==> src/rtl/nibble_mult_accum.sv <==
// Control and accumulate stage of the 8x8 sequential multiplier: steers the
// nibble selector over four steps and sums the shifted 4x4 partial products.
module nibble_mult_accum (
  input  logic        clk,
  input  logic        reset_a,
  input  logic        start,
  input  logic [3:0]  aout,
  input  logic [3:0]  bout,
  output logic [1:0]  sel,
  output logic [15:0] product,
  output logic        busy,
  output logic        done,
  output logic [1:0]  state_dbg
);

  // Handshake: start is sampled as a level only in IDLE; busy is high for the
  // four CALC cycles; done is a one-cycle pulse during which product is final.
  // Starts seen while busy or done are dropped, never queued.
  typedef enum logic [1:0] {
    IDLE = 2'd0,
    CALC = 2'd1,
    DONE = 2'd2
  } state_t;

  state_t      state, state_nxt;
  logic [1:0]  cnt, cnt_nxt;
  logic [1:0]  sel_nxt;
  logic        busy_nxt, done_nxt;
  logic [15:0] acc, acc_nxt;
  logic [7:0]  pp;
  logic [15:0] pp_ext, pp_shifted;

  assign pp     = {4'h0, aout} * {4'h0, bout};
  assign pp_ext = {8'h00, pp};

  // Steps 1 and 2 are the two cross terms (A hi x B lo, A lo x B hi), both weight 16.
  always_comb begin
    pp_shifted = pp_ext;
    case (cnt)
      2'd0:    pp_shifted = pp_ext;
      2'd1:    pp_shifted = pp_ext << 4;
      2'd2:    pp_shifted = pp_ext << 4;
      2'd3:    pp_shifted = pp_ext << 8;
      default: pp_shifted = pp_ext;
    endcase
  end

  // sel, busy and done are computed one cycle ahead and registered so the
  // selector sees clean, edge-aligned controls.
  always_comb begin
    state_nxt = state;
    cnt_nxt   = cnt;
    acc_nxt   = acc;
    sel_nxt   = 2'b00;
    busy_nxt  = 1'b0;
    done_nxt  = 1'b0;
    case (state)
      IDLE: begin
        if (start) begin
          state_nxt = CALC;
          cnt_nxt   = 2'd0;
          busy_nxt  = 1'b1;
          sel_nxt   = 2'b00;
        end
      end
      CALC: begin
        // Step 0 overwrites the accumulator, so no clear cycle is needed.
        if (cnt == 2'd0) begin
          acc_nxt = pp_shifted;
        end else begin
          acc_nxt = acc + pp_shifted;
        end
        if (cnt == 2'd3) begin
          state_nxt = DONE;
          cnt_nxt   = 2'd0;
          done_nxt  = 1'b1;
        end else begin
          cnt_nxt  = cnt + 2'd1;
          busy_nxt = 1'b1;
          sel_nxt  = cnt + 2'd1;
        end
      end
      DONE: begin
        state_nxt = IDLE;
      end
      default: begin
        state_nxt = IDLE;
        cnt_nxt   = 2'd0;
      end
    endcase
  end

  always_ff @(posedge clk or negedge reset_a) begin
    if (!reset_a) begin
      state <= IDLE;
      cnt   <= 2'd0;
      acc   <= 16'h0000;
      sel   <= 2'b00;
      busy  <= 1'b0;
      done  <= 1'b0;
    end else begin
      state <= state_nxt;
      cnt   <= cnt_nxt;
      acc   <= acc_nxt;
      sel   <= sel_nxt;
      busy  <= busy_nxt;
      done  <= done_nxt;
    end
  end

  assign product   = acc;
  assign state_dbg = state;

endmodule

==> config.mk <==
export PLATFORM = sky130hd
export DESIGN_NAME = nibble_mult_accum
export DESIGN_NICKNAME = d
export VERILOG_FILES = /design/src/rtl/nibble_mult_accum.sv
export SDC_FILE = /design/constraint.sdc
export NUM_CORES = 1
export LEC_CHECK = 0
export ABC_AREA = 1
export ABC_CLOCK_PERIOD_IN_PS = 3800
export BUFFER_PORTS_ARGS = -buffer_cell sky130_fd_sc_hd__buf_4
export CORE_ASPECT_RATIO = 0.8
export CORE_MARGIN = 3
export CORE_UTILIZATION = 60
export DETAILED_ROUTE_END_ITERATION = 16
export HOLD_SLACK_MARGIN = 0.15
export PLACE_DENSITY = 0.93
export SLEW_MARGIN = 20
export SYNTH_ARGS = -nofsm -noshare
export SYNTH_HDL_FRONTEND = slang
export SYNTH_SLANG_ARGS = --single-unit
==> constraint.sdc <==
create_clock -name clk -period 3.8 [get_ports clk]
set_input_delay 0.38 -clock clk [delete_from_list [all_inputs] [get_ports clk]]
set_output_delay 0.38 -clock clk [all_outputs]
set_load 0.02 [all_outputs]
==> metrics.json, run 1 <==
{
  "flow.area_growth_from_synthesis": {"value": 35.5, "unit": "%"},
  "setup.worst_path.start_class": {"value": "primary input"},
  "finalCritPeriodShare": {"value": 104, "unit": "%"},
  "synthesis.nets": {"value": 391},
  "p_seq_share": {"value": 16.8, "unit": "%"},
  "yosys_top_cell_area_share": {"value": 25.4, "unit": "%"},
  "worstSkewPairLatency": {"value": 0.28, "unit": "ns"},
  "criticalPathCategory": {"value": "primary input to flip-flop"},
  "grt_max_degree": {"value": 25},
  "critical_path.max_fanout": {"value": 4},
  "post_synth_inst_count": {"value": 346},
  "ys_async_sr_fraction": {"value": 100, "unit": "%"},
  "highest_clock_rate": {"value": 253, "unit": "MHz"},
  "htree_levels": {"value": 1},
  "antennaDiodeCount": {"value": 0},
  "synth_area_per_cell": {"value": 6.83, "unit": "um^2"},
  "synth_cell_type_count": {"value": 30},
  "num_rows": {"value": 19},
  "crit_arrival": {"value": 4.13, "unit": "ns"},
  "die_width": {"value": 76.2, "unit": "um"},
  "ff2ff_path_depth": {"value": 15},
  "post_route_setup_tns": {"value": -0.744, "unit": "ns"},
  "clock_path_buffers": {"value": 2},
  "start_util": {"value": 65.4, "unit": "%"},
  "place.detailed.hpwl": {"value": 5560, "unit": "um"},
  "worst_pin_slew": {"value": 0.722, "unit": "ns"},
  "num_vias": {"value": 3091},
  "result_of_the_run": {"value": "finished with violations"},
  "power.density_cell_area": {"value": 868, "unit": "nW/um^2"},
  "finalWorstSetupSlack": {"value": -0.154, "unit": "ns"},
  "p_leak": {"value": 1.78, "unit": "nW"},
  "clk_transition_reported_paths": {"value": 0.09, "unit": "ns"},
  "hold_path_end": {"value": "state_dbg[0]"},
  "finalCriticalPeriod": {"value": 3.95, "unit": "ns"},
  "yosysTopAreaCell": {"value": "dfrtp_1"},
  "ir_worst_vdd": {"value": 0.000662, "unit": "V"},
  "grt_setup_unrepaired": {"value": "yes"},
  "finalClockSkew": {"value": 0.00388, "unit": "ns"},
  "design.die.area": {"value": 4730, "unit": "um^2"},
  "mostFrequentLayoutCells": {"value": "nand2_1 (84), buf_4 (65), inv_1 (53)"},
  "post-place-ws": {"value": -0.364, "unit": "ns"},
  "most_prevalent_standard_cell_on_the_critical_path": {"value": "buf_4"},
  "number_of_max_cap_violations": {"value": 0},
  "timing.slew.headroom": {"value": 51.8, "unit": "%"},
  "hold-path-cell-count": {"value": 3},
  "leading_cell_type_in_the_layout_fill_and_taps_excluded": {"value": "nand2_1"},
  "grt_pass1_vias": {"value": 2630},
  "dr_vias_cell": {"value": 6.62},
  "p_clk_share": {"value": 8.5, "unit": "%"},
  "yosysWarnings": {"value": 0},
  "synth_enable_flop_cells": {"value": 0},
  "p_sw": {"value": 1.51, "unit": "mW"},
  "clockRootBuffer": {"value": "clkbuf_8"},
  "globalplace.congestion": {"value": 0.925},
  "hold_start": {"value": "start"},
  "design_power_total": {"value": 2.78, "unit": "mW"},
  "regToRegEndpoint": {"value": "product[6]"},
  "regToRegSetupSlack": {"value": 0.35, "unit": "ns"},
  "largest_delay_share_family_worst_path": {"value": "adder cells"},
  "design.final.nets": {"value": 461},
  "power.share.switching": {"value": 54.3, "unit": "%"},
  "port_buffers": {"value": 32},
  "violated_checks": {"value": "negative setup slack"},
  "rr_startpoint": {"value": "cnt[0]"},
  "globalRouteTotalUtil": {"value": 31.0, "unit": "%"},
  "boundaryPins": {"value": 33},
  "cts_sinks": {"value": 24},
  "die-height": {"value": 62.1, "unit": "um"},
  "report.final.hold_viol_count": {"value": 0},
  "fp.coreArea": {"value": 3610, "unit": "um^2"},
  "cpPeakStageDelay": {"value": 0.43, "unit": "ns"},
  "cp_slowest_cell": {"value": "fa_2"},
  "antenna_nets_post_route": {"value": 0},
  "cts_inserted_buffers": {"value": 3},
  "path_buf_inv": {"value": 7},
  "ys.flop_type": {"value": "dfrtp_1"},
  "final-setup-viol-count": {"value": 9},
  "firstDrtPassIters": {"value": 7},
  "postSynthRegisterBits": {"value": 24},
  "grt_first_pass_wirelength": {"value": 12000, "unit": "um"},
  "tritoncts_clock_tree": {"value": "done"},
  "timing.hold.worst.class": {"value": "primary input to flip-flop"},
  "synthTopCellsByArea": {"value": "dfrtp_1 (25%), ha_1 (15%), nand2_1 (15%)"},
  "grt_antenna_before_repair": {"value": 0},
  "grt-ovfl-total": {"value": 0},
  "syn-cell-area": {"value": 2360, "unit": "um^2"},
  "cp_cell_sequence": {"value": "buf_4 -> buf_4 -> nand2_1 -> inv_1 -> ha_1 -> ha_1 -> ha_2 -> inv_1 -> fa_2 -> nand3b_1 -> nand2_2 -> xnor2_2 -> buf_4 -> buf_4 -> nor2_1 -> ha_1 -> a21oi_1 -> o21ai_0 -> a21oi_1 -> nand2_2 -> inv_2 -> nand2_2 -> nand3_2 -> nand2_1"},
  "layout_cells_sized_above_1": {"value": 30.6, "unit": "%"},
  "cell_internal_pwr": {"value": 1.27, "unit": "mW"},
  "share_comb_of_total_power": {"value": 74.6, "unit": "%"},
  "timing.critical_path.required": {"value": 3.98, "unit": "ns"},
  "timing.critical_path.to_type": {"value": "flip-flop"},
  "finalMaxSlewViolations": {"value": 0},
  "register_area_share_after_synthesis": {"value": 25.4, "unit": "%"},
  "wire_length_reported_by_the_detailed_router": {"value": 9330, "unit": "um"},
  "drt_iter0_drc": {"value": 634},
  "wire_per_inst": {"value": 20.0, "unit": "um"},
  "detail_route.drc_violations": {"value": 0}
}
area by class of cell:
cell class | count | area [um^2]
Clock buffer | 3 | 41.3
Clock inverter | 1 | 30.0
Fill cell | 174 | 413
Inverter | 58 | 218
Multi-Input combinational cell | 260 | 1710
Sequential cell | 24 | 601
Tap cell | 52 | 65.1
Timing Repair Buffer | 69 | 539
cells in the mapped netlist (2+ instances only):
library cell / count
nand2_2: 5
nand2_1: 93
xnor2_1: 2
o21ai_2: 2
dfrtp_1: 24
a21o_1: 2
a31oi_1: 4
fa_1: 5
o31ai_1: 3
inv_2: 2
xor2_1: 3
buf_2: 3
nor2_1: 32
nand4_1: 4
a21oi_1: 23
o21ai_0: 17
nor2_2: 2
nand3_1: 21
ha_1: 29
o22ai_1: 5
inv_1: 56
cells by family (layout without fill, tap and decap cells):
kind of cell | count (synthesis) | count (layout) | share of synthesized area, %
adder cells (fa/ha/maj) | 34 | 34 | 19.6
XOR/XNOR | 5 | 5 | 1.85
AO/OA/AOI/OAI | 59 | 59 | 14.4
buffers and inverters | 62 | 131 | 10.0
flip-flops | 24 | 24 | 25.4
AND/OR/NAND/NOR | 162 | 162 | 28.7
registers in the layout (all words and copies together), names as in the netlist:
| register | count |
|---|---|
| state_dbg | 2 |
| sel | 2 |
| cnt | 2 |
| done | 1 |
| busy | 1 |
| product | 16 |
power groups by stage:
stage	Combinational, mW	Sequential, mW	Clock (mW)
CTS	1.76	0.462	0.234
floorplan	0.958	0.565	0
global route	2.18	0.481	0.242
finish	2.07	0.468	0.237
detailed placement	1.70	0.465	0
global placement	1.61	0.461	0
worst max path at each step:
| stage | start | end | slack (ns) | depth (start not counted) |
|---|---|---|---|---|
| 2_1_floorplan | aout[0] | product[11] | 0.02 | 20 |
| 3_3_place_gp | aout[0] | product[14] | -0.18 | 21 |
| 3_5_place_dp | aout[0] | product[11] | -0.36 | 21 |
| 4_1_cts | aout[0] | product[12] | 0.06 | 21 |
| 5_1_grt | bout[1] | product[15] | -0.31 | 22 |
| 6_report | aout[1] | product[15] | -0.15 | 24 |
tightest hold or removal path, cell delays in order:
cell,delay (ns)
buf_4,0.11
inv_1,0.07
o31ai_1,0.06
stage by stage:
step                utilization, %  hold WS, ns  area, um^2  std cells
floorplan                        -       0.0844        2370        346
global placement              80.0        0.300        2890        457
detailed placement            80.0        0.302        2890        457
CTS                           82.8        0.387        2990        463
global route                  88.6        0.391        3200        467
finish                        88.6        0.375        3200        467
layer usage:
layer	up-vias	GRT usage (%)	part of all wire [%]	routed length, um
li1	1258	-	-	-
met1	1386	38.9	36	3320
met2	319	52.8	43	4030
met3	128	5.49	13	1200
met4	0	12.7	8.3	771
met5	-	0	0	0
repair_timing:
action	CTS	global route
endpoints found under the setup margin	7	10
pin swaps	5	27
hold endpoints to repair	24	0
resized for setup	4	52
setup buffers	1	4
hold buffers	1	0
Power figures use the tool's default switching activity.
==> inputs of run 2 (changes only) <==
ABC_CLOCK_PERIOD_IN_PS = default   (was 3800)
RECOVER_POWER = 50   (was default)
clock period = 4.6 ns   (was 3.8 ns; I/O delays follow)
==> run 2 against run 1 <==
- the flow now finishes without violations
- sequential share of layout area rose by 3.6 points
- sequential cell count did not move
- critical path depth fell by 3
- clock skew rose by 0.0040 ns
- global-route usage fell by 3.8 points
- die area did not move
- sequential power fell by 20%
- design area fell by 16%
- worst hold slack improved by 0.10 ns
- register-to-register slack improved by 1.0 ns
- combinational power fell by 39%
- clock power fell by 19%
- largest power group unchanged
==> metrics.json, run 2 (synthesis results as in run 1) <==
{
  "antenna_nets_post_route": {"value": 0, "change": "unchanged"},
  "tritoncts_clock_tree": {"value": "done", "change": "unchanged"},
  "timing.hold.worst.class": {"value": "primary input to flip-flop", "change": "unchanged"},
  "power.density_cell_area": {"value": 679, "unit": "nW/um^2", "change": "was 868 nW/um^2"},
  "globalplace.congestion": {"value": 0.964, "change": "was 0.925"},
  "finalNonFillerCells": {"value": 431, "change": "was 467"},
  "design.die.area": {"value": 4730, "unit": "um^2", "change": "unchanged"},
  "highest_clock_rate": {"value": 238, "unit": "MHz"},
  "wire_per_inst": {"value": 14.7, "unit": "um", "change": "was 20.0 um"},
  "drt_iter0_drc": {"value": 290, "change": "was 634"},
  "clock_path_buffers": {"value": 2, "change": "unchanged"},
  "post-route-cell-area": {"value": 2690, "unit": "um^2", "change": "was 3200 um^2"},
  "ir_worst_vdd": {"value": 0.000462, "unit": "V", "change": "was 0.000662 V"},
  "grt_first_pass_wirelength": {"value": 10600, "unit": "um", "change": "was 12000 um"},
  "boundaryPins": {"value": 33, "change": "unchanged"},
  "dr_vias_cell": {"value": 5.72, "change": "was 6.62"},
  "report.final.hold_viol_count": {"value": 0, "change": "unchanged"},
  "cpPeakStageDelay": {"value": 0.57, "unit": "ns", "change": "was 0.43 ns"},
  "p_leak": {"value": 1.51, "unit": "nW", "change": "was 1.78 nW"},
  "design.final.nets": {"value": 425, "change": "was 461"},
  "most_prevalent_standard_cell_on_the_critical_path": {"value": "nand2_1", "change": "was buf_4"},
  "place.detailed.hpwl": {"value": 4810, "unit": "um", "change": "was 5560 um"},
  "detail_route.drc_violations": {"value": 0, "change": "unchanged"},
  "start_util": {"value": 65.4, "unit": "%", "change": "unchanged"},
  "largest_register_ffs": {"value": 16, "change": "unchanged"},
  "finalClockSkew": {"value": 0.00792, "unit": "ns", "change": "was 0.00388 ns"},
  "die_width": {"value": 76.2, "unit": "um", "change": "unchanged"},
  "number_of_max_cap_violations": {"value": 0, "change": "unchanged"},
  "grt_max_degree": {"value": 25, "change": "unchanged"},
  "grt-ovfl-total": {"value": 0, "change": "unchanged"},
  "die-height": {"value": 62.1, "unit": "um", "change": "unchanged"},
  "post_route_setup_tns": {"value": 0, "unit": "ns", "change": "was -0.744 ns"},
  "path_buf_inv": {"value": 3, "change": "was 7"},
  "layout_cells_sized_above_1": {"value": 9.76, "unit": "%", "change": "was 30.6%"},
  "grt_setup_unrepaired": {"value": "no", "change": "was yes"},
  "flow.area_growth_from_synthesis": {"value": 13.7, "unit": "%", "change": "was 35.5%"},
  "result_of_the_run": {"value": "complete, no violations", "change": "was finished with violations"},
  "worst_pin_slew": {"value": 1.33, "unit": "ns", "change": "was 0.722 ns"},
  "port_buffers": {"value": 32, "change": "unchanged"},
  "leading_cell_type_in_the_layout_fill_and_taps_excluded": {"value": "nand2_1", "change": "unchanged"},
  "post-route-util": {"value": 74.3, "unit": "%", "change": "was 88.6%"},
  "sequential_cell_area": {"value": 601, "unit": "um^2", "change": "unchanged"},
  "crit_arrival": {"value": 4.37, "unit": "ns", "change": "was 4.13 ns"},
  "timing.slew.headroom": {"value": 11.2, "unit": "%", "change": "was 51.8%"},
  "hold_ws": {"value": 0.475, "unit": "ns", "change": "was 0.375 ns"},
  "clockRootBuffer": {"value": "clkbuf_8", "change": "unchanged"},
  "fill_cells": {"value": 310, "change": "was 174"},
  "cp_slowest_cell": {"value": "fa_1", "change": "was fa_2"},
  "timing.critical_path.required": {"value": 4.76, "unit": "ns", "change": "was 3.98 ns"},
  "num_vias": {"value": 2465, "change": "was 3091"},
  "globalRouteTotalUtil": {"value": 27.1, "unit": "%", "change": "was 31.0%"},
  "dp_cells": {"value": 426, "change": "was 457"},
  "clk_transition_reported_paths": {"value": 0.09, "unit": "ns", "change": "about the same"},
  "finalCritPeriodShare": {"value": 91.5, "unit": "%"},
  "wire_length_reported_by_the_detailed_router": {"value": 6360, "unit": "um", "change": "was 9330 um"},
  "firstDrtPassIters": {"value": 5, "change": "was 7"},
  "final-setup-viol-count": {"value": 0, "change": "was 9"},
  "grt_pass1_vias": {"value": 2326, "change": "was 2630"},
  "largest_delay_share_family_worst_path": {"value": "adder cells", "change": "unchanged"},
  "cts_sinks": {"value": 24, "change": "unchanged"},
  "antennaDiodeCount": {"value": 0, "change": "unchanged"},
  "num_rows": {"value": 19, "change": "unchanged"},
  "htree_levels": {"value": 1, "change": "unchanged"},
  "grt_antenna_before_repair": {"value": 0, "change": "unchanged"},
  "fp.coreArea": {"value": 3610, "unit": "um^2", "change": "unchanged"},
  "finalMaxSlewViolations": {"value": 0, "change": "unchanged"},
  "multi_input_area": {"value": 1530, "unit": "um^2", "change": "was 1710 um^2"},
  "finalCriticalPeriod": {"value": 4.21, "unit": "ns"},
  "mostFrequentLayoutCells": {"value": "nand2_1 (93), inv_1 (56), nor2_1 (32)", "change": "was nand2_1 (84), buf_4 (65), inv_1 (53)"},
  "cts_inserted_buffers": {"value": 3, "change": "unchanged"},
  "worstSkewPairLatency": {"value": 0.28, "unit": "ns", "change": "about the same"},
  "cts_repair_resize_count": {"value": 0, "change": "was 4"},
  "placement.cell_area": {"value": 2650, "unit": "um^2", "change": "was 2890 um^2"},
  "cp_cell_sequence": {"value": "buf_4 -> nand2_1 -> fa_1 -> inv_1 -> fa_1 -> inv_1 -> fa_1 -> nand3b_1 -> nand2_1 -> xnor2_1 -> or2_0 -> o21ai_0 -> ha_1 -> nand2_1 -> nor2_1 -> nand2_1 -> nand2_2 -> a21oi_1 -> or2_1 -> nand3_1 -> nand2_1", "change": "was buf_4 -> buf_4 -> nand2_1 -> inv_1 -> ha_1 -> ha_1 -> ha_2 -> inv_1 -> fa_2 -> nand3b_1 -> nand2_2 -> xnor2_2 -> buf_4 -> buf_4 -> nor2_1 -> ha_1 -> a21oi_1 -> o21ai_0 -> a21oi_1 -> nand2_2 -> inv_2 -> nand2_2 -> nand3_2 -> nand2_1"},
  "timing.critical_path.to_type": {"value": "flip-flop", "change": "unchanged"},
  "criticalPathCategory": {"value": "primary input to flip-flop", "change": "unchanged"},
  "setup.worst_path.start_class": {"value": "primary input", "change": "unchanged"},
  "critical_path.max_fanout": {"value": 6, "change": "was 4"}
}
[run 2: metal layers]
metal,GRT usage [%],part of all wire [%],vias to the layer above
met5,0,0,-
met4,7.69,2.5,0
met3,5.06,9.6,26
met2,45.4,45,148
met1,36.1,43,1100
li1,-,-,1191
[run 2: what timing repair did]
| action | in CTS | in global routing |
|---|---|---|
| endpoints found under the hold margin | 24 | 0 |
| hold buffers | 1 | 0 |
| buffers inserted | 0 | 0 |
[run 2: per-stage QoR]
| step | setup WS [ns] | total power, mW |
|---|---|---|
| detailed placement | 0.212 | 1.61 |
| global route | 0.173 | 1.98 |
| floorplan | 0.666 | 1.26 |
| global placement | 0.447 | 1.58 |
| CTS | 0.464 | 1.83 |
| finish | 0.390 | 1.82 |
[run 2: worst min-delay path: cells and delay by family]
family	cells	cell delay, ns
AO/OA/AOI/OAI	1	0.07
buffers and inverters	2	0.19
[run 2: worst paths after layout]
path / start / slack [ns] / cells past startpoint / endpoint
worst max-delay path: aout[0] / 0.39 / 21 / product[11]
worst min-delay path: start / 0.48 / 3 / busy
worst max register to register: cnt[0] / 1.40 / 15 / product[6]
worst min register to register: cnt[0] / 0.49 / 1 / sel[0]
max in group asynchronous: reset_a / 2.81 / 2 / cnt[1]
min in group asynchronous: reset_a / 1.01 / 2 / product[13]
[run 2: final cells by class]
type                    instances  share of cell area (%)
inverters                      58                    8.11
multi-input cells             260                    56.8
well taps                      52                    2.42
flip-flops and latches         24                    22.4
clock inverters                 1                    1.12
repair buffers                 33                    7.64
clock buffers                   3                    1.54
[run 2: report_power, final]
part / total (mW) / internal [mW] / switching (mW)
logic: 1.26 / 0.404 / 0.852
registers: 0.376 / 0.305 / 0.0712
clock network: 0.191 / 0.116 / 0.0747
